===== src/rtl/dram_rd_ctrl.sv =====
// dram_rd_ctrl -- read-phase stage of the downsampling datapath.
//
// When the master raises rd_en, this block accepts IMG_WORDS pixel words from the
// upstream valid/ready stream. It writes each word to the image DRAM at consecutive
// addresses, starting at BASE_ADDR and wrapping modulo 2**ADDR_W. When every word has
// been written it raises rd_done, which stays high until rd_en drops. If TMO_CYC LOAD
// cycles pass without a handshake, it aborts the phase and raises rd_err.
//
// Ports
//   clk, reset         clock; synchronous active-high reset
//   rd_en              master request (level, held for the whole phase)
//   in_valid/in_data   upstream word
//   in_ready           word accepted when in_valid & in_ready
//   mem_we/mem_addr/mem_wdata   DRAM write port (one-cycle strobe per word)
//   rd_done            all words written
//   rd_err             stream timeout, phase aborted
//   word_cnt           words accepted in the current phase
//
// state | meaning
// ------+---------------------------------------------------------------
// IDLE  | waiting for rd_en; in_ready low
// LOAD  | accepting words; one DRAM write per handshake, latency 1
// FLUSH | one cycle carrying the final write pulse
// DONE  | rd_done held until rd_en drops
// ERR   | timeout seen; rd_err held until rd_en drops

module dram_rd_ctrl #(
   parameter int DATA_W    = 8,
   parameter int ADDR_W    = 14,
   parameter int IMG_WORDS = 16384,
   parameter int BASE_ADDR = 0,
   parameter int TMO_CYC   = 1000000
) (
   input  logic              clk,
   input  logic              reset,
   input  logic              rd_en,
   input  logic              in_valid,
   input  logic [DATA_W-1:0] in_data,
   output logic              in_ready,
   output logic              mem_we,
   output logic [ADDR_W-1:0] mem_addr,
   output logic [DATA_W-1:0] mem_wdata,
   output logic              rd_done,
   output logic              rd_err,
   output logic [ADDR_W:0]   word_cnt
);

   localparam int CNT_W = ADDR_W + 1;
   localparam int TMO_W = $clog2(TMO_CYC);

   localparam logic [CNT_W-1:0]  LAST_CNT = CNT_W'(IMG_WORDS - 1);
   localparam logic [TMO_W-1:0]  TMO_LAST = TMO_W'(TMO_CYC - 1);
   localparam logic [ADDR_W-1:0] BASE     = ADDR_W'(BASE_ADDR);

   typedef enum logic [2:0] {
      S_IDLE,
      S_LOAD,
      S_FLUSH,
      S_DONE,
      S_ERR
   } state_t;

   state_t            state, state_n;
   logic [TMO_W-1:0]  tmo, tmo_n;
   logic              in_ready_n, mem_we_n, rd_done_n, rd_err_n;
   logic [ADDR_W-1:0] mem_addr_n;
   logic [DATA_W-1:0] mem_wdata_n;
   logic [CNT_W-1:0]  word_cnt_n;
   logic              hs;

   assign hs = in_valid & in_ready;

   always_ff @(posedge clk) begin
      if (reset) begin
         state     <= S_IDLE;
         tmo       <= '0;
         in_ready  <= 1'b0;
         mem_we    <= 1'b0;
         mem_addr  <= BASE;
         mem_wdata <= '0;
         rd_done   <= 1'b0;
         rd_err    <= 1'b0;
         word_cnt  <= '0;
      end else begin
         state     <= state_n;
         tmo       <= tmo_n;
         in_ready  <= in_ready_n;
         mem_we    <= mem_we_n;
         mem_addr  <= mem_addr_n;
         mem_wdata <= mem_wdata_n;
         rd_done   <= rd_done_n;
         rd_err    <= rd_err_n;
         word_cnt  <= word_cnt_n;
      end
   end

   always_comb begin
      state_n     = state;
      tmo_n       = tmo;
      in_ready_n  = in_ready;
      mem_we_n    = 1'b0;
      mem_addr_n  = mem_addr;
      mem_wdata_n = mem_wdata;
      rd_done_n   = rd_done;
      rd_err_n    = rd_err;
      word_cnt_n  = word_cnt;

      unique case (state)
         S_IDLE: begin
            in_ready_n = 1'b0;
            if (rd_en) begin
               state_n    = S_LOAD;
               word_cnt_n = '0;
               tmo_n      = '0;
               in_ready_n = 1'b1;
            end
         end

         S_LOAD: begin
            // A word accepted on this edge is written even if the phase ends here.
            if (hs) begin
               mem_we_n    = 1'b1;
               mem_addr_n  = BASE + word_cnt[ADDR_W-1:0];
               mem_wdata_n = in_data;
               word_cnt_n  = word_cnt + CNT_W'(1);
               tmo_n       = '0;
            end else begin
               tmo_n = tmo + TMO_W'(1);
            end

            // Abort outranks completion and timeout.
            if (!rd_en) begin
               state_n    = S_IDLE;
               in_ready_n = 1'b0;
            end else if (hs && word_cnt == LAST_CNT) begin
               state_n    = S_FLUSH;
               in_ready_n = 1'b0;
            end else if (!hs && tmo == TMO_LAST) begin
               state_n    = S_ERR;
               in_ready_n = 1'b0;
               rd_err_n   = 1'b1;
            end
         end

         S_FLUSH: begin
            state_n   = S_DONE;
            rd_done_n = 1'b1;
         end

         S_DONE: begin
            if (!rd_en) begin
               state_n   = S_IDLE;
               rd_done_n = 1'b0;
            end
         end

         S_ERR: begin
            if (!rd_en) begin
               state_n  = S_IDLE;
               rd_err_n = 1'b0;
            end
         end

         default: state_n = S_IDLE;
      endcase
   end

endmodule


===== config.mk =====
export PLATFORM = sky130hd
export DESIGN_NAME = dram_rd_ctrl
export DESIGN_NICKNAME = d
export VERILOG_FILES = /design/src/rtl/dram_rd_ctrl.sv
export SDC_FILE = /design/constraint.sdc
export NUM_CORES = 1
export LEC_CHECK = 0
export CAP_MARGIN = 20
export CELL_PAD_IN_SITES_DETAIL_PLACEMENT = 0
export CELL_PAD_IN_SITES_GLOBAL_PLACEMENT = 2
export CORE_MARGIN = 2
export CORE_UTILIZATION = 33
export DETAILED_ROUTE_END_ITERATION = 8
export PLACE_DENSITY_LB_ADDON = 0.2
export SLEW_MARGIN = 30
export SYNTH_ARGS = -nofsm -noshare
export SYNTH_HDL_FRONTEND = slang
export SYNTH_SLANG_ARGS = --single-unit

===== constraint.sdc =====
create_clock -name clk -period 4.3 [get_ports clk]
set_input_delay 1.075 -clock clk [delete_from_list [all_inputs] [get_ports clk]]
set_output_delay 1.075 -clock clk [all_outputs]
set_load 0.05 [all_outputs]

==> results of run 1 <==
[state kept, by name (all words and copies together), names as in the netlist]
name and count:
in_ready 1, mem_addr 14, mem_wdata 8, mem_we 1
rd_done 1, rd_err 1, state 3, tmo 20
word_cnt 15
[stage by stage]
step                cell area, um^2  total power, W  setup WS [ns]  hold slack [ns]   util
finish                         3730         0.00127           1.52            0.454  0.429
global route                   3730         0.00133           1.44            0.479  0.429
floorplan                      2930        0.000709           1.97            0.438      -
CTS                            3720         0.00129           1.50            0.457  0.429
detailed placement             3510        0.000748           1.30            0.447  0.405
global placement               3510        0.000747           1.32            0.441  0.405
[worst register-to-register path, cell delays in order (launching register included)]
cell	delay, ns
dfxtp_1	0.59
nor3b_4	0.38
nand2_1	0.33
nor2_1	0.52
o21ai_0	0.17
a2bb2oi_1	0.15
[area by class of cell]
type,count,area [um^2]
Fill cell,902,4950
Multi-Input combinational cell,272,1550
Sequential cell,64,1280
Timing Repair Buffer,54,536
Clock buffer,10,138
Tap cell,108,135
Clock inverter,6,68.8
Inverter,5,18.8
[cells in the final DEF (no fill, tap or decap), types with 2 or more instances in the layout]
master	n
nor4_2	2
a211oi_1	2
nor2b_1	5
a22oi_1	2
clkdlybuf4s50_1	52
nand2_1	68
inv_1	5
dfxtp_1	64
or3_1	2
a41oi_1	2
o21ai_0	21
nand2b_1	3
xnor2_1	3
a311oi_1	5
nor2_1	35
nand3_1	15
nor4_1	2
o211ai_1	2
and2_1	3
xor2_1	8
clkinv_4	3
or4_1	2
a31oi_1	6
clkbuf_8	10
nand4_2	2
a21oi_1	34
nand4_1	10
o21a_1	3
ha_1	2
buf_4	2
nor3_1	4
and3_1	8
[layer usage]
layer | vias to the layer above | share of wire
li1 | 1369 | -
met1 | 1226 | 0.52
met2 | 58 | 0.42
met3 | 9 | 0.036
met4 | 0 | 0.014
met5 | - | 0
[logic make-up after synthesis]
family | count (synthesis) | synth area share
and+or+nand+nor | 172 | 0.296
AOI/OAI and AO/OA | 85 | 0.182
DFF | 64 | 0.437
buffers and inverters | 24 | 0.0355
xor gates and xnor gates | 11 | 0.0329
muxes | 2 | 0.00726
adders and majority gates | 2 | 0.00854
[final timing paths]
check,end,slack [ns],from
setup reg to reg,tmo[14],2.09,state[0]
setup / recovery,word_cnt[2],1.52,word_cnt[2]
hold reg to reg,mem_wdata[7],0.45,mem_wdata[7]
hold / removal,mem_wdata[7],0.45,mem_wdata[7]
[power breakdown]
| part | switching [W] | internal (W) | total [W] |
|---|---|---|---|
| registers | 0.0000129 | 0.000599 | 0.000612 |
| logic | 0.0000796 | 0.0000430 | 0.000123 |
| clock network | 0.000254 | 0.000285 | 0.000540 |
==> results.toml, run 1 <==
[run_status]
status = "finished, final reports clean"

[placed_design]
dpl.hpwl_um = 5260
portBuffers = 52
dp.cells = 503
gp_congestion = 0.756

[worst_setup_path]
end_kind = "output pin"
crit_chain = "clkdlybuf4s50_1"
cp_data_arrival_time_ns = 1.71
path_buf_inv = 1
slowest_stage = "clkdlybuf4s50_1"
r2r_cells = 5
crit_family = "buffers and inverters"
cp_slowest_stage_delay_ns = 0.88
crit_cells = 1
required_ns = 3.22
worstSetupPathType = "reg2out"
crit_fanout = 8
crit_path_start_kind = "flop"

[pwr]
cellPowerDensity_mw_per_mm2 = 342
p_leak_nw = 1.25
vdd_drop_max_v = 0.000136

[sta]
setup_tns_ns = 0
maxSlewViolCount = 0
fin_skew_ns = 0.0112
min_period_ns = 2.78
tightest_slew_ns = 0.684
fin_crit_sh = 0.648
timing.fmax_ghz = 0.359
rsz0062_at_grt = "false"
setup-violations-final = 0
finalHoldViolCount = 0
relSlewSlack = 0.539

[yosys]
synth_ff_type = "dfxtp_1"
synth_common_cells = "68 x nand2_1, 64 x dfxtp_1, 35 x nor2_1"
yosysMostFrequentCell = "nand2_1"
async_reset_ff_frac = 0
yosysWarnings = 0
netlist_top_cells_area = "dfxtp_1 44%, nand2_1 8.7%, a21oi_1 5.8%"
ys_ff_latch = 64
synth_cells = 360
ys_types = 51
synth_edf_count = 0
yosysSeqAreaShare = 0.437
synth_area_mm2 = 0.00293
synthesis.nets = 374
synth_area_leader_cell = "dfxtp_1"
synth.top_cell.area_share = 0.437
avgSynthCellArea_um2 = 8.14

[floorplanning]
die_h_um = 98.2
rows = 34
initial_utilization = 0.338
core_mm2 = 0.00868
ios = 53
die_area_mm2 = 0.00965
die_w_um = 98.2

[grt]
grtUsageMet1 = 0.245
overflow = 0
grt_use_met3 = 0.0301
groute.usage.overall = 0.165
grt_pass1_wl_um = 12800
use_met2 = 0.235
grt_max_degree = 35
busiest_layer = "met1"
grt_pass1_vias = 2404
antenna_found_initial = 0

[clock_tree]
cts_max_level = 3
postCtsSetupBuffers = 0
cts_buffer_depth = 2
cts_tree = "built"
cts_buffers = 9
hold_buffers = 0
clock_sinks = 64
post_cts_resized = 0
clkTransAtPathRegs_ns = 0.08
worst_skew_pair.late_latency_ns = 0.34
ctsRootBufferMaster = "clkbuf_8"

[detailed_routing]
detail_route.wl_per_cell_um = 14.9
drc = 0
drt-total-wl_um = 7710
vias = 2662
via_per_inst = 5.13
drt_iter0_markers = 118
drtAntennaViolNets = 0
dr.pass1.iters = 4

[finish]
n_antenna_cell = 0
stdcell_count = 519
nets = 420
drive_gt1_frac = 0.0754
syn_to_final_growth_pct = 27.2

[hold_path]
min_path_cells = 2
hold_path.class = "reg2reg"

[run]
drv_cap = 0
Power figures use the tool's default switching activity.
==> inputs of run 2 (changes only) <==
CORE_UTILIZATION = 27   (was 33)
clock period = 2.3 ns   (was 4.3 ns; I/O delays follow)
==> results.toml, run 2 (synthesized netlist as in run 1, its figures left out) <==
[clock_tree]
ctsRootBufferMaster = "clkbuf_8"
clock_sinks = 64
worst_skew_pair.late_latency_ns = 0.36
hold_buffers = 0
cts_buffers = 9
cts_tree = "built"
cts_max_level = 3
cts_buffer_depth = 2
clkTransAtPathRegs_ns = 0.08

[run]
drv_cap = 0

[worst_setup_path]
cp_data_arrival_time_ns = 1.65
worstSetupPathType = "reg2out"
reg2reg_slack_ns = 0.26
r2r_end = "state[0]"
cp_slowest_stage_delay_ns = 0.84
crit_chain = "clkdlybuf4s50_1"
crit_fanout = 4
crit_path_start_kind = "flop"
timing.rr.start = "word_cnt[0]"
end_kind = "output pin"
crit_family = "buffers and inverters"
r2r_cells = 6
path_buf_inv = 1
slowest_stage = "clkdlybuf4s50_1"
required_ns = 1.73

[placed_design]
gp_congestion = 0.750
dpl.hpwl_um = 5830
dp.cells = 566
portBuffers = 52
postPlaceCellArea_mm2 = 0.00380

[floorplanning]
rows = 38
initial_utilization = 0.274
die_area_mm2 = 0.0117
ios = 53
die_w_um = 108
die_h_um = 108
core_mm2 = 0.0107

[sta]
fin_crit_sh = 0.967
rsz0062_at_grt = "false"
tightest_slew_ns = 0.524
setup-violations-final = 0
min_period_ns = 2.22
timing.fmax_ghz = 0.449
fin_skew_ns = 0.00785
maxSlewViolCount = 0
finalHoldViolCount = 0
hold_ws_ns = 0.455
relSlewSlack = 0.650

[detailed_routing]
detail_route.wl_per_cell_um = 14.3
drc = 0
vias = 2789
drtAntennaViolNets = 0
via_per_inst = 4.79
drt-total-wl_um = 8330
dr.pass1.iters = 4
drt_iter0_markers = 126

[pwr]
power.switching_w = 0.000680
p_sw_frac = 0.277
vdd_drop_max_v = 0.000254
p_int_w = 0.00178
seqPwrFrac = 0.465
power_frac_clock = 0.419
comb_power_share = 0.116
p_leak_nw = 1.48
cellPowerDensity_mw_per_mm2 = 612

[grt]
groute.usage.overall = 0.152
grt_max_degree = 36
overflow = 0
grt_pass1_vias = 2711
grt_pass1_wl_um = 13800
antenna_found_initial = 0

[finish]
largest-register = "tmo"
ff_latch_area_mm2 = 0.00128
largest_reg_flops = 20
syn_to_final_growth_pct = 37.0
multi_input_area_mm2 = 0.00154
drive_gt1_frac = 0.140
largestRegisters = "tmo x20, word_cnt x15, mem_addr x14"
final_cell_mix = "68 x nand2_1, 64 x dfxtp_1, 46 x clkdlybuf4s50_1"
finalInstanceArea_mm2 = 0.00401
stdcell_count = 582
final_common_cell = "nand2_1"
n_antenna_cell = 0
fill_cells = 1155
nets = 451

[hold_path]
min_path_cells = 2
worstHoldStart = "mem_wdata[0]"
holdPathEnd = "mem_wdata[0]"
hold_path.class = "reg2reg"

[run_status]
status = "finished, final reports clean"
## run 2: worst max path at each step
stage	startpoint	endpoint	slack (ns)	cells after the start
final	word_cnt[11]	word_cnt[11]	0.08	1
after global routing	in_ready	in_ready	0.008	1
after CTS	word_cnt[10]	word_cnt[10]	0.004	1
after detailed placement	in_valid	state[0]	-0.12	6
after global placement	in_valid	state[0]	-0.09	6
after floorplan	word_cnt[0]	state[0]	0.07	6
## run 2: routing by layer
metal | part of all wire | routed length (um) | up-vias | track usage
li1 | - | - | 1429 | -
met1 | 0.52 | 4290 | 1275 | 0.222
met2 | 0.40 | 3370 | 72 | 0.213
met3 | 0.062 | 519 | 13 | 0.0356
met4 | 0.018 | 150 | 0 | 0.0632
met5 | 0 | 0 | - | 0
## run 2: power by group through the flow
stage	logic [W]	clock network, W	registers, W
3_3_place_gp	0.000286	0	0.00117
2_1_floorplan	0.000155	0	0.00117
3_5_place_dp	0.000286	0	0.00117
4_1_cts	0.000288	0.00107	0.00114
5_1_grt	0.000317	0.00112	0.00115
6_report	0.000285	0.00103	0.00114
## run 2: metrics by stage
stage | power (W) | setup TNS (ns) | util | setup WS, ns
after global routing | 0.00258 | 0 | 0.375 | 0.00791
after floorplan | 0.00133 | 0 | - | 0.0671
final | 0.00246 | 0 | 0.375 | 0.0751
after detailed placement | 0.00145 | -0.299 | 0.355 | -0.123
after CTS | 0.00250 | 0 | 0.374 | 0.00447
after global placement | 0.00146 | -0.0968 | 0.355 | -0.0908
## run 2: timing repair
action                                  CTS  global route
endpoints found under the setup margin    1             4
resized for setup                         1             4
setup buffers                             0             0
## run 2: layout make-up
type                       count  share of cell area
inverter                       5             0.00468
clock buffer                  10              0.0343
tap                          140              0.0437
timing repair buffer          85               0.196
multi-input combinational    272               0.385
sequential                    64               0.319
clock inverter                 6              0.0168
## run 2: tightest hold or removal path, delay by kind of cell, from the launching register on
kind               cells  cell delay [ns]
and+or+nand+nor        1             0.05
DFF                    1             0.31
AOI/OAI and AO/OA      1             0.05
==> inputs of run 3 (changes only) <==
CORE_UTILIZATION = 28   (was 27)
CTS_BUF_LIST = sky130_fd_sc_hd__clkbuf_4   (was unset)
RECOVER_POWER = 100   (was unset)
==> results.toml, run 3 (synthesized netlist as in run 1, its figures left out) <==
[worst_setup_path]
worstSetupPathType = "reg2out"
crit_chain = "clkdlybuf4s50_1"
cp_data_arrival_time_ns = 1.64
required_ns = 1.73
end_kind = "output pin"
cp_slowest_stage_delay_ns = 0.82
slowest_stage = "clkdlybuf4s50_1"
crit_path_start_kind = "flop"
crit_fanout = 2
path_buf_inv = 1
crit_family = "buffers and inverters"

[sta]
rsz0062_at_grt = "false"
min_period_ns = 2.22
timing.fmax_ghz = 0.451
setup-violations-final = 0
tightest_slew_ns = 0.682
hold_ws_ns = 0.456
relSlewSlack = 0.541
maxSlewViolCount = 0
fin_ws_ns = 0.0815
finalHoldViolCount = 0
fin_crit_sh = 0.965
fin_skew_ns = 0.0192

[detailed_routing]
drtAntennaViolNets = 0
detail_route.wl_per_cell_um = 14.2
drt_iter0_markers = 125
drc = 0
dr.pass1.iters = 4
drt-total-wl_um = 8160
vias = 2733
via_per_inst = 4.77

[clock_tree]
clock_sinks = 64
cts_buffer_depth = 2
clkTransAtPathRegs_ns = 0.13
postCtsSetupBuffers = 0
cts_buffers = 9
worst_skew_pair.late_latency_ns = 0.41
cts_tree = "built"
cts_max_level = 3
ctsRootBufferMaster = "clkbuf_4"

[pwr]
vdd_drop_max_v = 0.000323
p_leak_nw = 1.40
p_total_w = 0.00239
cellPowerDensity_mw_per_mm2 = 624

[finish]
nets = 446
largest-register = "tmo"
finalInstanceArea_mm2 = 0.00383
largestRegisters = "tmo x20, word_cnt x15, mem_addr x14"
final_cell_mix = "68 x nand2_1, 64 x dfxtp_1, 35 x nor2_1"
fill_cells = 1101
n_antenna_cell = 0
final_common_cell = "nand2_1"
largest_reg_flops = 20
post-route-util = 0.375
syn_to_final_growth_pct = 30.9
drive_gt1_frac = 0.103

[floorplanning]
die_w_um = 106
core_mm2 = 0.0102
ios = 53
die_h_um = 106
die_area_mm2 = 0.0113
initial_utilization = 0.286
rows = 37

[placed_design]
gp_congestion = 0.734
dpl.hpwl_um = 5820
portBuffers = 52
postPlaceCellArea_mm2 = 0.00375
post-place-ws_ns = -0.127

[grt]
grt_max_degree = 25
grt_pass1_vias = 2559
overflow = 0
groute.usage.overall = 0.152
antenna_found_initial = 0
grt_pass1_wl_um = 13600

[run_status]
status = "finished, final reports clean"

[run]
drv_cap = 0

[hold_path]
hold_path.class = "reg2reg"
-- run 3: worst paths after layout --
path,start,endpoint,slack [ns],depth (start not counted)
setup / recovery,word_cnt[12],word_cnt[12],0.08,1
hold / removal,mem_addr[13],mem_addr[13],0.46,2
setup reg to reg,word_cnt[1],state[0],0.26,6
hold reg to reg,mem_addr[13],mem_addr[13],0.46,2
-- run 3: per-stage QoR --
step / instances / setup TNS (ns)
6_report: 573 / 0
5_1_grt: 573 / 0
4_1_cts: 573 / 0
3_5_place_dp: 557 / -0.173
3_3_place_gp: 557 / -0.0912
2_1_floorplan: 360 / 0
-- run 3: where the power goes --
group | leakage, nW | switching, W | internal [W]
Combinational | 0.784 | 0.000155 | 0.0000977
Sequential | 0.516 | 0.0000215 | 0.00112
Clock | 0.0964 | 0.000439 | 0.000559
-- run 3: area by class of cell --
| class | instances | area (um^2) | area share |
|---|---|---|---|
| inverter | 5 | 18.8 | 0.00490 |
| sequential | 64 | 1280 | 0.334 |
| clock buffer | 10 | 75.1 | 0.0196 |
| multi-input combinational | 272 | 1510 | 0.393 |
| clock inverter | 6 | 108 | 0.0281 |
| tap | 136 | 170 | 0.0444 |
| timing repair buffer | 80 | 673 | 0.176 |
-- run 3: per-layer routing --
layer	global-route usage	part of all wire
met1	0.234	0.54
met2	0.207	0.40
met3	0.0270	0.045
met4	0.0620	0.014
met5	0	0
-- run 3: timing repair --
action	4_1_cts	5_1_grt
hold endpoints to repair	0	0
gates resized for setup	8	2
setup endpoints to repair	8	2
hold buffers	0	0
